[config.mk]
export PLATFORM = sky130hd
export DESIGN_NAME = k68_sasc_ctl
export DESIGN_NICKNAME = d
export VERILOG_FILES = /design/src/rtl/k68_sasc_pkg.sv /design/src/rtl/k68_rr_arb2.sv /design/src/rtl/k68_sasc_ctl.sv
export SDC_FILE = /design/constraint.sdc
export NUM_CORES = 1
export LEC_CHECK = 0
export CORE_ASPECT_RATIO = 1.25
export CORE_MARGIN = 1.5
export CORE_UTILIZATION = 43
export CTS_BUF_LIST = sky130_fd_sc_hd__clkbuf_2 sky130_fd_sc_hd__clkbuf_4 sky130_fd_sc_hd__clkbuf_8
export CTS_CLUSTER_DIAMETER = 100
export DETAILED_ROUTE_END_ITERATION = 10
export PLACE_DENSITY = 0.76
export SLEW_MARGIN = 5
export SYNTH_ARGS = -nofsm -noshare
export SYNTH_HDL_FRONTEND = slang
export SYNTH_SLANG_ARGS = --single-unit
[constraint.sdc]
create_clock -name clk_i -period 1.75 [get_ports clk_i]
set_input_delay 0.175 -clock clk_i [delete_from_list [all_inputs] [get_ports clk_i]]
set_output_delay 0.175 -clock clk_i [all_outputs]
set_load 0.02 [all_outputs]
[src/rtl/k68_sasc_pkg.sv]
// Shared types and constants for the k68 SASC sequencer/arbiter.
package k68_sasc_pkg;

    typedef enum logic [2:0] {
        ST_IDLE,
        ST_ARB,
        ST_WAITF,
        ST_ACC,
        ST_ACK
    } state_t;

    localparam logic [7:0]  DIV0_DEF     = 8'd1;
    localparam logic [7:0]  DIV1_DEF     = 8'd217;
    localparam logic [15:0] WAIT_MAX_DEF = 16'd4095;

    // Field positions in sasc_dat_i = {full, empty, rx byte}
    localparam int FULL_BIT  = 9;
    localparam int EMPTY_BIT = 8;

endpackage

[src/rtl/k68_rr_arb2.sv]
// Two-way round-robin arbiter: combinational one-hot grant, `last` winner
// register updated by a strobe from the sequencer.
module k68_rr_arb2 (
    input  logic       clk_i,
    input  logic       rst_i,
    input  logic [1:0] req,
    input  logic       upd,
    input  logic       upd_id,
    output logic [1:0] grant
);

    logic last;

    always_ff @(posedge clk_i or posedge rst_i) begin
        if (rst_i)
            last <= 1'b1;
        else if (upd)
            last <= upd_id;
    end

    // On a tie the requester that was not served last wins
    always_comb begin
        grant = req;
        if (req == 2'b11)
            grant = last ? 2'b01 : 2'b10;
    end

endmodule

[src/rtl/k68_sasc_ctl.sv]
// Sequencer and round-robin arbiter sharing the SASC byte port between two
// requesters. Optional RX-not-empty interrupt flop: define K68_SASC_CTL_IRQ_EN.
//
// state    | meaning
// IDLE     | waiting for any request
// ARB      | pick winner, latch id/we/dat
// WAITF    | write stalled on TX FIFO full, bounded by WAIT_MAX
// ACC      | one-cycle SASC access
// ACK      | ack pulse to the winner, qualifiers valid
module k68_sasc_ctl
    import k68_sasc_pkg::*;
#(
    parameter logic [7:0]  DIV0     = DIV0_DEF,
    parameter logic [7:0]  DIV1     = DIV1_DEF,
    parameter logic [15:0] WAIT_MAX = WAIT_MAX_DEF
) (
    input  logic        clk_i,
    input  logic        rst_i,
    input  logic        req0_i,
    input  logic        req1_i,
    input  logic        we0_i,
    input  logic        we1_i,
    input  logic [7:0]  dat0_i,
    input  logic [7:0]  dat1_i,
    output logic        ack0_o,
    output logic        ack1_o,
    output logic [7:0]  rdat_o,
    output logic        rvalid_o,
    output logic        err_o,
    output logic        sasc_cs_o,
    output logic        sasc_we_o,
    output logic [23:0] sasc_dat_o,
    input  logic [9:0]  sasc_dat_i,
    output logic        irq_o
);

    state_t      state, state_nx;
    logic [1:0]  grant;
    logic        win_q, we_q, rvalid_q, err_q;
    logic [7:0]  dat_q, rdat_q;
    logic [15:0] cnt;
    logic        full, empty, sel_we, last_wait;

    assign full      = sasc_dat_i[FULL_BIT];
    assign empty     = sasc_dat_i[EMPTY_BIT];
    assign sel_we    = grant[1] ? we1_i : we0_i;
    assign last_wait = (cnt == WAIT_MAX - 16'd1);

    k68_rr_arb2 u_arb (
        .clk_i  (clk_i),
        .rst_i  (rst_i),
        .req    ({req1_i, req0_i}),
        .upd    (state == ST_ACK),
        .upd_id (win_q),
        .grant  (grant)
    );

    always_ff @(posedge clk_i or posedge rst_i) begin
        if (rst_i) begin
            state    <= ST_IDLE;
            win_q    <= 1'b0;
            we_q     <= 1'b0;
            dat_q    <= 8'h00;
            rdat_q   <= 8'h00;
            rvalid_q <= 1'b0;
            err_q    <= 1'b0;
            cnt      <= 16'd0;
        end else begin
            state <= state_nx;
            case (state)
                ST_ARB: begin
                    win_q    <= grant[1];
                    we_q     <= sel_we;
                    dat_q    <= grant[1] ? dat1_i : dat0_i;
                    rdat_q   <= 8'h00;
                    rvalid_q <= 1'b0;
                    err_q    <= 1'b0;
                    cnt      <= 16'd0;
                end
                ST_WAITF: begin
                    cnt <= cnt + 16'd1;
                    if (full && last_wait)
                        err_q <= 1'b1;
                end
                ST_ACC: begin
                    if (!we_q && !empty) begin
                        rdat_q   <= sasc_dat_i[7:0];
                        rvalid_q <= 1'b1;
                    end
                end
                default: ;
            endcase
        end
    end

    always_comb begin
        state_nx = state;
        case (state)
            ST_IDLE:  if (req0_i || req1_i) state_nx = ST_ARB;
            ST_ARB: begin
                if (grant == 2'b00)
                    state_nx = ST_IDLE;
                else if (sel_we && full)
                    state_nx = ST_WAITF;
                else
                    state_nx = ST_ACC;
            end
            ST_WAITF: begin
                if (!full)
                    state_nx = ST_ACC;
                else if (last_wait)
                    state_nx = ST_ACK;
            end
            ST_ACC:   state_nx = ST_ACK;
            ST_ACK:   state_nx = ST_IDLE;
            default:  state_nx = ST_IDLE;
        endcase
    end

    // Outputs decode from the state register so an async reset clears them at once
    always_comb begin
        ack0_o     = 1'b0;
        ack1_o     = 1'b0;
        rdat_o     = 8'h00;
        rvalid_o   = 1'b0;
        err_o      = 1'b0;
        sasc_cs_o  = 1'b0;
        sasc_we_o  = 1'b0;
        sasc_dat_o = {DIV1, DIV0, 8'h00};
        if (state == ST_ACC) begin
            sasc_cs_o = we_q || !empty;
            sasc_we_o = we_q;
        end
        if (state == ST_ACK) begin
            ack0_o   = !win_q;
            ack1_o   = win_q;
            rdat_o   = rdat_q;
            rvalid_o = rvalid_q;
            err_o    = err_q;
        end
        if (state == ST_WAITF || state == ST_ACC || state == ST_ACK)
            sasc_dat_o[7:0] = dat_q;
    end

`ifdef K68_SASC_CTL_IRQ_EN
    logic irq_q;

    always_ff @(posedge clk_i or posedge rst_i) begin
        if (rst_i)
            irq_q <= 1'b0;
        else
            irq_q <= ~empty;
    end

    assign irq_o = irq_q;
`else
    assign irq_o = 1'b0;
`endif

endmodule

# Word-level counts from Yosys, hierarchy flattened
# Cells that the tools add are included.
# word_totals
mem_count	0
romBits	0
mem_bits_rw	0
latch_bits	0
word_cells	62
register_bits	40
# op_classes
multipliers	0
shift	0
bitwise_logic	0
n_lt_le_gt_ge	0
addsub	1
mux	25
reduce_logical	17
n_eq_ne	10
n_div	0
# ops
op	count
8-bit two-way mux	4
16-bit case mux with 2 select lines	1
16-bit by 1-bit adder with 16-bit output, second input constant	1
16-bit by 12-bit equality test with 1-bit output, second input constant	1
8-bit case mux with 2 select lines	1
3-bit case mux with 4 select lines	1
1-bit two-way mux	10
3-bit two-way mux	3
3-bit by 2-bit equality test with 1-bit output, second input constant	2
2-bit two-way mux	3
2-bit inequality test, second input constant	3
2-bit AND reduction	3
1-bit logical OR	4
1-bit case mux with 2 select lines	2
2-bit nonzero test	2
3-bit by 1-bit equality test with 1-bit output, second input constant	1
3-bit equality test, second input constant	1
1-bit logical AND	3
1-bit zero test	3
3-bit zero test	1
3-bit inequality test, second input constant	1
2-bit equality test, second input constant	1
2-bit zero test	1

# Depth between registers and ports, before layout
# Gate-level depths: netlist of run 1.
# logic_depth
word_depth	7
ltp_mapped	6
ltp_nobuf	5

# Modules after synthesis
# A second synthesis of run 1 with hierarchy kept.
# unflattened
hier_cells	235
hier_area_um2	2210.9
# modules_own_cells
module	cells_each	instances	area_per_inst_um2	seq_area_each_um2
k68_sasc_ctl	228	1	2153.3	975.9
k68_rr_arb2	7	1	57.6	26.3

# Worst setup path before layout of run 1
# OpenSTA, ideal clock, no wires.
# synth_timing
path_type	register to register
startpoint	reg state[0]
endpoint	reg cnt[11]
path_slack_ns	0.006
path_buffers	1
t_arrival_ns	1.623
required_time_ns	1.630
setup_time_ns	0.120
stages_incl_launch_ff	6
synth_period_minus_slack_ns	1.744
path_cell_list	dfrtp_1 or3b_1 buf_2 nor4_4 a311oi_1 a41o_1
# synth_between
elab_chain_cells	2
# synth_lines
item	line_no	rtl
from (decl)	k68_sasc_ctl.sv:37	state_t state, state_nx;
from (signal assigned)	k68_sasc_ctl.sv:69	state <= state_nx;
3-bit by 2-bit equality test with 1-bit output or 3-bit by 1-bit equality test with 1-bit output (tied branches)	k68_sasc_ctl.sv:70	case (state)
16-bit case mux with 2 select lines or 2-bit nonzero test (tied branches)	-	
to (signal assigned)	k68_sasc_ctl.sv:81	cnt <= cnt + 16'd1;
to (decl)	k68_sasc_ctl.sv:41	logic [15:0] cnt;
# Parallel ways exist; a longest one is shown, timed or not.
# A chain may end at the register's enable or synchronous reset.

# Worst setup path in the final report of run 1
# layout_timing
startpoint	reg state[0]
endpoint	reg cnt[9]
# Same word-level chain as after synthesis.

==> key figures, run 1 <==
Status
  – Status: finished with violations
  – Failing checks: negative setup slack

Global routing
  – Vias in the first global route: 1691
  – First-pass GRT wire length: 7.41 mm
  – Initial antenna violation count: 0
  – GR Util All Layers: 17.5%
  – GR Overflow Total: 0
  – Pin count of the biggest net entering global routing: 41

Place
  – Pre-CTS worst setup slack: -0.126 ns
  – Buffers on Ports: 53
  – HPWL after DPL: 3.24 mm
  – Routability Congestion: 0.835
  – # placed instances: 344

Logic synthesis
  – Mean Syn Cell Area: 9.51 um^2
  – Asr flop ratio synth: 100%
  – EDFF count, synth: 0
  – Netlist cell types: 41
  – Synth Flop Type: dfrtp_1
  – Number of warnings issued by yosys: 0
  – Seq cells post-synth: 40
  – Post-synth top area share: 45.2%
  – Seq/Total Area, Yosys: 46.4%
  – Top cells by count, synth: 40 x nand2_1, 39 x dfrtp_1, 19 x o21ai_0
  – Synthesized instance count: 227
  – Largest cells by area after synthesis: dfrtp_1 45%, mux2i_1 8.3%, nand2_1 7.0%
  – Synth area leader: dfrtp_1
  – Most frequent cell after synthesis: nand2_1
  – Mapped cell area: 2160 um^2

Critical path
  – Worst EP required: 1.93 ns
  – Max incr delay on CP: 0.46 ns
  – Crit path max-delay cell type: dfrtp_2
  – Crit path capture type: flip-flop
  – Startpoint types: flip-flop
  – CP Max Fanout: 6
  – CP Cell Sequence: or3b_4 -> nor4_4 -> buf_4 -> nand4_1 -> mux2i_1
  – Crit path kind: reg2reg
  – Worst path arrival time: 1.95 ns

Cells and area
  – Fin cells: 357
  – Register area: 1000 um^2
  – Nets: 330
  – Synth-to-layout area growth: 36.6%
  – Final Util: 61.4%
  – Fillers: 439
  – Multi-input logic area: 1080 um^2
  – Layout cells sized above 1: 23.9%
  – # diodes: 0

Floorplan
  – Total die area: 5460 um^2
  – Num rows: 28
  – Chip width: 66.4 um
  – Die span in y: 82.2 um
  – Initial Util: 45.0%
  – Core region area: 4800 um^2
  – Ports: 71

Clocking
  – CTS buffer count: 5
  – Worst-path clk slew: 0.08 ns
  – Clk sink count: 40
  – CTS Root Buffer Type: clkbuf_8
  – H-tree depth: 2
  – CTS tree: yes
  – Clk buf depth: 2
  – Clock latency on the worst-skew pair: 0.29 ns

Min path
  – Hold/Removal Path Class: in2async

Timing
  – Setup ws final: -0.0200 ns
  – Final hold vios: 0
  – Final min period: 1.77 ns
  – RSZ-0062 raised after global routing: yes
  – Final setup violation count: 3
  – Fmax: 565 MHz
  – Final Slew Violations: 0
  – Final period utilization: 101%
  – Clock Skews: 0.00966 ns

Drt
  – Via/cell ratio: 4.84
  – Antenna viol nets, final: 0
  – Final wirelength: 4.55 mm
  – WL/cell: 12.8 um
  – Vias after detailed routing: 1728
  – Drt first pass iters: 4
  – DRC: 0
  – DRC marker count from the first detailed-route iteration: 83

Power
  – Static Leak: 1.43 nW
  – Worst vdd ir: 0.539 mV
  – Power per cell area: 1230 nW/um^2

Flow run
  – Max Cap Viol: 0
## worst paths after layout
| check | startpoint | endpoint | slack [ns] | depth (start not counted) |
|---|---|---|---|---|
| setup / recovery | state[0] | cnt[9] | -0.02 | 5 |
| hold / removal | rst_i | cnt[8] | 0.23 | 3 |
| setup reg to reg | state[0] | cnt[9] | -0.02 | 5 |
| hold reg to reg | cnt[9] | cnt[9] | 0.47 | 1 |
| max in group asynchronous | rst_i | u_arb.last | 1.25 | 3 |
| min in group clk_i | sasc_dat_i[4] | rdat_q[4] | 0.43 | 3 |
## layout make-up
class	count	share of cell area, %
multi-input cells	171	36.7
clock inverters	3	1.44
inverters	5	0.636
clock buffers	5	2.33
flip-flops and latches	40	34.0
well taps	60	2.55
repair buffers	73	22.3
## per-layer routing
layer | track usage, % | up-vias | share of wire, %
li1 | - | 876 | -
met1 | 21.5 | 801 | 43
met2 | 30.5 | 44 | 51
met3 | 2.85 | 7 | 5.2
met4 | 7.14 | 0 | 1.3
met5 | 0 | - | 0
## through the flow
step / area [um^2] / TNS (ns) / power, W / hold slack [ns]
final: 2950 / -0.0298 / 0.00363 / 0.232
after CTS: 2940 / -1.11 / 0.00363 / 0.244
after global routing: 2950 / -0.994 / 0.00390 / 0.284
after floorplan: 2210 / 0 / 0.00228 / 0.283
after global placement: 2780 / -1.02 / 0.00279 / 0.452
after detailed placement: 2780 / -1.82 / 0.00284 / 0.461
## worst max-delay path: cells and delay by family, from the launching register on
family | cells | cell delay, ns
buffers and inverters | 1 | 0.17
DFF | 1 | 0.46
muxes | 1 | 0.13
and+or+nand+nor | 3 | 0.89
## state kept, by name (all words and copies together) (netlist names)
name and flops:
u_arb.last 1, win_q 1, cnt 16, dat_q 8
rdat_q 8, err_q 1, rvalid_q 1, state 3
we_q 1
## timing repair
action | CTS | global route
resized for setup | 89 | 30
setup endpoints to repair | 23 | 27
cloned | 1 | 0
setup buffers | 3 | 2
pin swaps | 6 | 4
hold buffers | 0 | 0
## layout by cell type, fill, tap and decap left out, types with 3 or more instances in the layout
cell	count
conb_1	17
nor2_1	7
nor2b_1	10
o21ai_0	19
and2_4	8
mux2i_1	18
a221o_1	3
inv_1	5
clkdlybuf4s50_1	31
buf_4	19
buf_6	11
clkbuf_8	5
and3_1	4
and2_1	3
nand3_1	6
dfrtp_1	38
clkbuf_2	9
nand2_1	40
## cell families (layout without fill, tap and decap cells)
kind of cell / after synthesis / in the layout / synth area share (%)
AOI/OAI and AO/OA: 36 / 36 / 10.7
other: 2 / 17 / 0.348
DFF: 40 / 40 / 46.4
muxes: 20 / 20 / 9.39
adders and majority gates: 2 / 2 / 1.16
and+or+nand+nor: 96 / 96 / 23.4
buffers and inverters: 31 / 86 / 8.58
## where the power goes
part / switching, W / leakage (nW) / internal, W / total [W]
Sequential: 0.000186 / 0.528 / 0.00120 / 0.00138
Combinational: 0.000834 / 0.846 / 0.000664 / 0.00150
Clock: 0.000326 / 0.0541 / 0.000422 / 0.000748
Total: 0.00135 / 1.43 / 0.00228 / 0.00363
No activity file was read; power rests on OpenSTA's default activity.
==> run 2: changes to the inputs <==
--- a/config.mk
+++ b/config.mk
@@ -12,6 +12,7 @@
 export CTS_CLUSTER_DIAMETER = 100
 export DETAILED_ROUTE_END_ITERATION = 10
 export PLACE_DENSITY = 0.76
+export RECOVER_POWER = 25
 export SLEW_MARGIN = 5
 export SYNTH_ARGS = -nofsm -noshare
 export SYNTH_HDL_FRONTEND = slang
==> run 2 against run 1 <==
The flow still finishes with violations (negative setup slack). Routed wire length unchanged. Global-route usage did not move. First-iteration DRC count unchanged. Non-clock buffer count unchanged. Clock skew is essentially flat. Clock power hardly changed. Via count about the same. Critical path depth did not move. Hold slack better by 0.19 ns. Flip-flop and latch count is the same. Worst setup slack about the same. Critical path type unchanged. Highest routed layer unchanged.
==> key figures, run 2 (same netlist as run 1, synthesis figures left out) <==
Floorplan
  – Ports: 71 (unchanged)
  – Die span in y: 82.2 um (unchanged)
  – Num rows: 28 (unchanged)
  – Initial Util: 45.0% (unchanged)
  – Chip width: 66.4 um (unchanged)
  – Total die area: 5460 um^2 (unchanged)
  – Core region area: 4800 um^2 (unchanged)

Min path
  – Hold/Removal Path Class: in2reg
  – Hold_sp: sasc_dat_i[4]
  – Hold EP: rdat_q[4]
  – Worst Hold Depth: 3

Cells and area
  – Largest register FFs: 16 (unchanged)
  – Fin cells: 357 (unchanged)
  – Layout cells sized above 1: 23.9% (unchanged)
  – Most common cell after layout, fill and taps aside: nand2_1
  – Fillers: 441 (+0.46%)
  – Register area: 1000 um^2 (unchanged)
  – Biggest register: cnt
  – Synth-to-layout area growth: 35.9%
  – Final non-filler cell area: 2930 um^2 (-0.51%)
  – Most frequent cells in the layout: 40 x nand2_1, 38 x dfrtp_1, 30 x clkdlybuf4s50_1
  – Final Util: 61.1% (-0.31 points)
  – Top Registers: cnt x16, dat_q x8, rdat_q x8
  – Nets: 330 (unchanged)
  – # diodes: 0 (unchanged)
  – Multi-input logic area: 1080 um^2 (unchanged)

Place
  – Post-DP Area: 2780 um^2 (unchanged)
  – Buffers on Ports: 53 (unchanged)
  – Routability Congestion: 0.835 (unchanged)
  – # placed instances: 344 (unchanged)
  – HPWL after DPL: 3.24 mm (unchanged)

Clocking
  – Hold_buf cts: 0 (unchanged)
  – CTS Root Buffer Type: clkbuf_8
  – Clk sink count: 40 (unchanged)
  – CTS buffer count: 5 (unchanged)
  – Clock latency on the worst-skew pair: 0.29 ns (about the same)
  – H-tree depth: 2 (unchanged)
  – Clk buf depth: 2 (unchanged)
  – Worst-path clk slew: 0.08 ns (about the same)
  – CTS tree: yes

Critical path
  – Startpoint types: flip-flop
  – CP Cell Sequence: or3b_4 -> nor4_4 -> buf_4 -> nand4_1 -> mux2i_1
  – Buf/Inv on CP: 1 (unchanged)
  – Crit path max-delay cell type: dfrtp_2
  – R2R cell count: 5 (unchanged)
  – Worst EP required: 1.93 ns (about the same)
  – CP Max Fanout: 6 (unchanged)
  – Max incr delay on CP: 0.46 ns (about the same)
  – CP delay by family, top: simple AND/OR/NAND/NOR gates
  – R2R Setup Slk: -0.02 ns (about the same)
  – Crit path capture type: flip-flop
  – RR Startpoint: state[0]
  – Worst path arrival time: 1.95 ns (about the same)
  – R2R Path End: cnt[9]
  – Crit path kind: reg2reg

Power
  – Total power: 0.00362 W (-0.14%)
  – Static Leak: 1.42 nW (-0.35%)
  – Power per cell area: 1240 nW/um^2 (+0.37%)
  – Worst vdd ir: 0.539 mV (about the same)

Drt
  – DRC: 0 (unchanged)
  – Drt first pass iters: 4 (unchanged)
  – Final wirelength: 4.55 mm (unchanged)
  – Antenna viol nets, final: 0 (unchanged)
  – Via/cell ratio: 4.84 (about the same)
  – WL/cell: 12.8 um (unchanged)
  – DRC marker count from the first detailed-route iteration: 83 (unchanged)
  – Vias after detailed routing: 1729 (+0.058%)

Global routing
  – Pin count of the biggest net entering global routing: 41 (unchanged)
  – Initial antenna violation count: 0 (unchanged)
  – GR Util All Layers: 17.5% (unchanged)
  – GR Overflow Total: 0 (unchanged)
  – First-pass GRT wire length: 7.41 mm (unchanged)
  – Vias in the first global route: 1691 (unchanged)

Timing
  – Final period utilization: 101% (about the same)
  – Final hold vios: 0 (unchanged)
  – Fmax: 565 MHz (about the same)
  – Setup ws final: -0.0200 ns (+0.0000309 ns)
  – Final Slew Violations: 0 (unchanged)
  – Final setup violation count: 3 (unchanged)
  – RSZ-0062 raised after global routing: yes
  – Clock Skews: 0.00967 ns (+0.00000941 ns)
  – Measured slew at the worst slew-check pin: 0.975 ns
  – Setup_tns: -0.0297 ns (+0.000104 ns)
  – Final min period: 1.77 ns (-0.0000309 ns)
  – Relative slew slack: 35.0%

Status
  – Failing checks: negative setup slack
  – Status: finished with violations

Flow run
  – Max Cap Viol: 0 (unchanged)
[run 2: what timing repair did]
action                                  CTS  global route
resized for setup                        89            30
endpoints found under the setup margin   23            27
setup buffers                             3             2
pin swaps                                 6             4
cloned                                    1             0
[run 2: worst reg2reg max path, cell delays in order, from the launching register on]
cell	delay [ns]
dfrtp_2	0.46
or3b_4	0.44
nor4_4	0.35
buf_4	0.17
nand4_1	0.10
mux2i_1	0.13
[run 2: through the flow]
stage	hold slack, ns	worst slack (ns)
after floorplan	0.283	0.00638
after global placement	0.452	-0.0646
after detailed placement	0.461	-0.126
after CTS	0.244	-0.138
after global routing	0.459	-0.0917
final	0.426	-0.0200
[run 2: how the worst max path moves through the flow]
stage / startpoint / end / slack [ns] / depth (start not counted)
floorplan: state[0] / cnt[11] / 0.006 / 5
global placement: state[0] / err_o / -0.06 / 4
detailed placement: state[2] / sasc_dat_o[3] / -0.13 / 4
CTS: state[1] / sasc_dat_o[3] / -0.14 / 5
global route: state[1] / cnt[9] / -0.09 / 6
finish: state[0] / cnt[9] / -0.02 / 5
[run 2: cell type report]
| type | count | area share, % |
|---|---|---|
| Sequential cell | 40 | 34.2 |
| Tap cell | 60 | 2.56 |
| Timing Repair Buffer | 73 | 21.9 |
| Inverter | 5 | 0.640 |
| Multi-Input combinational cell | 171 | 36.9 |
| Clock buffer | 5 | 2.35 |
| Clock inverter | 3 | 1.45 |
[run 2: metal layers]
layer	share of wire, %	vias up	routed length [um]	global-route usage, %
li1	-	877	-	-
met1	43	801	1950	21.5
met2	51	44	2310	30.5
met3	5.2	7	238	2.85
met4	1.3	0	59	7.14
met5	0	-	0	0
[run 2: power by group]
group	internal, W	switching [W]
logic	0.000659	0.000834
clock network	0.000422	0.000326
registers	0.00120	0.000186
total	0.00228	0.00135
